[src/rtl/fetch_pc_gen.sv]
// rtl/fetch_pc_gen.sv - fetch PC generator: boot, sequential walk, redirects, halt after a misaligned group.
// Optional next-PC prediction input is enabled by defining FETCH_PC_GEN_PREDICT_EN.
module fetch_pc_gen #(
    parameter logic [31:0] RESET_PC    = 32'h1c00_0000,
    parameter int          FETCH_WIDTH = 2
) (
    input  logic        clk,
    input  logic        rst_n,
    input  logic        redirect_valid_i,
    input  logic [31:0] redirect_pc_i,
    input  logic        f_stall_i,
    input  logic        trans_ready_i,
`ifdef FETCH_PC_GEN_PREDICT_EN
    input  logic        predict_valid_i,
    input  logic [31:0] predict_pc_i,
`endif
    output logic [31:0] vaddr_o,
    output logic        valid_o,
    output logic        flush_o
);

    localparam logic [31:0] STRIDE = 32'(4 * FETCH_WIDTH);
    localparam logic [31:0] GROUP_MASK = ~(STRIDE - 32'd1);

    localparam logic [1:0] BOOT = 2'd0;
    localparam logic [1:0] RUN  = 2'd1;
    localparam logic [1:0] HALT = 2'd2;

    logic [1:0]  state;
    logic        adv;
    logic [31:0] seq_pc;
    logic [31:0] next_pc;
    logic        cur_misaligned;

    assign flush_o        = redirect_valid_i;
    assign adv            = valid_o & trans_ready_i & ~f_stall_i;
    assign seq_pc         = (vaddr_o & GROUP_MASK) + STRIDE;
    assign cur_misaligned = |vaddr_o[1:0];

    always_comb begin
        next_pc = seq_pc;
`ifdef FETCH_PC_GEN_PREDICT_EN
        if (predict_valid_i) begin
            next_pc = predict_pc_i;
        end
`endif
    end

    always_ff @(posedge clk or negedge rst_n) begin
        if (!rst_n) begin
            state   <= BOOT;
            vaddr_o <= RESET_PC;
            valid_o <= 1'b0;
        end else begin
            case (state)
                BOOT: begin
                    state   <= RUN;
                    valid_o <= 1'b1;
                    if (redirect_valid_i) begin
                        vaddr_o <= redirect_pc_i;
                    end
                end
                RUN: begin
                    if (redirect_valid_i) begin
                        vaddr_o <= redirect_pc_i;
                        valid_o <= 1'b1;
                    end else if (adv) begin
                        // A misaligned group is issued once; then fetch parks until a redirect.
                        if (cur_misaligned) begin
                            state   <= HALT;
                            valid_o <= 1'b0;
                        end else begin
                            vaddr_o <= next_pc;
                        end
                    end
                end
                HALT: begin
                    if (redirect_valid_i) begin
                        state   <= RUN;
                        vaddr_o <= redirect_pc_i;
                        valid_o <= 1'b1;
                    end
                end
                default: begin
                    state   <= BOOT;
                    valid_o <= 1'b0;
                end
            endcase
        end
    end

endmodule

[config.mk]
export PLATFORM = sky130hd
export DESIGN_NAME = fetch_pc_gen
export DESIGN_NICKNAME = d
export VERILOG_FILES = /design/src/rtl/fetch_pc_gen.sv
export SDC_FILE = /design/constraint.sdc
export NUM_CORES = 1
export LEC_CHECK = 0
export BUFFER_PORTS_ARGS = -buffer_cell sky130_fd_sc_hd__buf_2
export CORE_UTILIZATION = 53
export DETAILED_ROUTE_END_ITERATION = 16
export GPL_TIMING_DRIVEN = 1
export HOLD_SLACK_MARGIN = 0.1
export PLACE_DENSITY = 0.84
export SETUP_SLACK_MARGIN = 0.02
export SLEW_MARGIN = 20
export SYNTH_ARGS = -nofsm -noshare
export SYNTH_HDL_FRONTEND = slang
export SYNTH_SLANG_ARGS = --single-unit
[constraint.sdc]
create_clock -name clk -period 6.2 [get_ports clk]
set_clock_uncertainty 0.2 [all_clocks]
set_input_delay 0.31 -clock clk [delete_from_list [all_inputs] [get_ports clk]]
set_output_delay 0.31 -clock clk [all_outputs]
set_load 0.1 [all_outputs]
==> flow_summary.yaml <==
outcome:
  status: "finished clean"
sta:
  finalWorstSetupSlack_ps: 3620
  hold_ws_ps: 117
  hold_viol: 0
  fin_crit_ps: 2580
  fmaxAchievable_mhz: 388
  drv_slew: 0
  setup_tns_ps: 0
  fin_crit_sh: 0.416
  worstMarginPinSlew_ps: 1030
  rsz0062_at_grt: "false"
  max_slew_margin: 0.315
  setup_viol: 0
floorplan:
  die-area_sq_um: 4320
  die_h_um: 65.7
  die_x_um: 65.7
  boundaryPins: 71
  core_sq_um: 3770
  rows: 22
  start_util: 0.571
finish:
  drive_gt1_frac: 0.285
  stdcell_count: 374
  antenna_cells: 0
  nets: 363
  finalInstanceArea_sq_um: 2670
  syn_to_final_growth_pct: 24.0
  fin_util: 0.707
power_and_ir_drop:
  ir_drop_uv: 321
  p_total_mw: 1.14
  seqPwrFrac: 0.310
  power.leakage_nw: 1.14
  p_switching_uw: 660
  power_density_nw_per_um2: 427
  intPower_uw: 479
  switching_share: 0.580
  combPwrFrac: 0.548
  clkPwrFrac: 0.141
drt:
  vias_per_cell: 6.14
  ant_nets: 0
  drt-pass1-iter-count: 4
  wl_um: 5660
  wire_per_inst_um: 15.1
  vias: 2296
  drcViolationCount: 0
  dr.first_iter.drc_count: 201
grt:
  grt_overflow_total: 0
  grt_pass1_vias: 2022
  grt_usage: 0.286
  antenna_found_initial: 0
  grt_max_degree: 53
  grt_pass1_wl_um: 9340
placement:
  port_buffers: 70
  gp_congestion: 0.903
  hpwl_um: 3820
  placedCellCount: 357
  dpl-instance-area_sq_um: 2490
  place_ws_ps: 3680
run:
  maxCapViolCount: 0
cts:
  postCtsSetupBuffers: 0
  clk_latency_ps: 290
  cts_tree: "yes"
  clk_pin_slew_ps: 70
  postCtsHoldBufs: 9
  cts_resized: 0
  h-tree-depth: 2
  cts_root_buffer: "clkbuf_8"
  clock-sinks: 35
  cts_buffers: 5
  clock_path_buffers: 2
logic_synthesis:
  ys_seq_elements: 35
  yosysUniqueCellTypes: 51
  syn_nets: 292
  synth_async_sr_flop_share: 1.00
  synth.largest_area_cell: "dfrtp_1"
  synth.most_common_cell: "a21oi_1"
  synth_edf_count: 0
  ys_seq_area_frac: 0.409
  synthTopCellsByArea: "dfrtp_1 37%, a21oi_1 7.7%, nand2_1 5.1%, dfstp_2 3.7%, nand3_1 3.5%"
  synth-main-ff-cell: "dfrtp_1"
  synth_top_area_frac: 0.372
  syn_inst: 254
  ys_warn_count: 0
  netlist_area_sq_um: 2150
  synthTopCellsByCount: "33 x a21oi_1, 32 x dfrtp_1, 29 x nand2_1, 19 x nor2_1, 15 x nand3_1"
  postSynthAreaPerCell_sq_um: 8.47
setup_path:
  end_kind: "flop"
  cp.arrival_ps: 2530
  worst_setup_path_start_kind: "flop"
  required_ps: 6150
  worstPathMaxFanout: 29
  r2r_slack_ps: 3620
  crit_type: "flop to flop"
min_path:
  worstHoldPathType: "input pin to flop"
## state kept, by name, indices dropped and copies added, names as in the netlist
signal,count
vaddr_o,32
state,2
valid_o,1
## area by class of cell
cell class,instances,area [sq um]
clock inverters,3,15.0
repair buffers,80,448
flip-flops and latches,35,880
well taps,48,60.1
inverters,2,7.51
fillers,311,1100
multi-input cells,201,1190
clock buffers,5,68.8
## path summary, 6_finish.rpt
check	startpoint	endpoint	cells past startpoint
setup / recovery	state[1]	vaddr_o[30]	5
hold / removal	redirect_pc_i[26]	vaddr_o[26]	3
setup reg to reg	state[1]	vaddr_o[30]	5
hold reg to reg	vaddr_o[2]	vaddr_o[2]	2
max in group asynchronous	rst_n	state[1]	2
min in group asynchronous	rst_n	vaddr_o[25]	2
## cell families (layout without fill, tap and decap cells)
logic type / Yosys count / after routing / share of synthesized area
and+or+nand+nor: 103 / 103 / 0.249
AOI/OAI and AO/OA: 95 / 95 / 0.285
DFF: 35 / 35 / 0.409
buffers and inverters: 18 / 90 / 0.0424
muxes: 2 / 2 / 0.00930
adders and majority gates: 1 / 1 / 0.00581
## worst max-delay path, stage by stage, from the launching register on
cell	delay [ps]
dfrtp_1	450
or4b_4	600
o21a_1	540
or3_1	500
o21ai_0	90
a311oi_1	70
## cells in the final DEF, fill, tap and decap left out, types with 3 or more instances in the layout
cell / count
or3_1: 3
dlygate4sd3_1: 9
nand3_1: 15
clkinv_2: 3
o22ai_1: 10
a21oi_1: 33
nor2_1: 19
buf_2: 70
clkbuf_8: 5
dfrtp_1: 32
o21ai_0: 13
a2bb2oi_1: 4
o21a_1: 3
nor3_1: 6
dfstp_2: 3
o21bai_1: 3
and2_1: 3
and3_1: 3
a31oi_1: 4
nand4_1: 11
nand2_1: 29
o22a_1: 7
## power by group through the flow
stage	Clock, mW	Sequential (mW)	Combinational [mW]
after floorplan	0	0.708	0.156
after global placement	0	0.353	0.614
after detailed placement	0	0.356	0.618
after CTS	0.163	0.352	0.625
after global routing	0.175	0.364	0.655
final	0.161	0.353	0.624
## metal layers
| layer | routed length [um] | share of wire | GRT usage | vias up |
|---|---|---|---|---|
| li1 | - | - | - | 1109 |
| met1 | 2440 | 0.43 | 0.389 | 1072 |
| met2 | 2690 | 0.48 | 0.450 | 105 |
| met3 | 432 | 0.076 | 0.0573 | 10 |
| met4 | 98 | 0.017 | 0.101 | 0 |
| met5 | 0 | 0 | 0 | - |
Power figures use the tool's default switching activity.
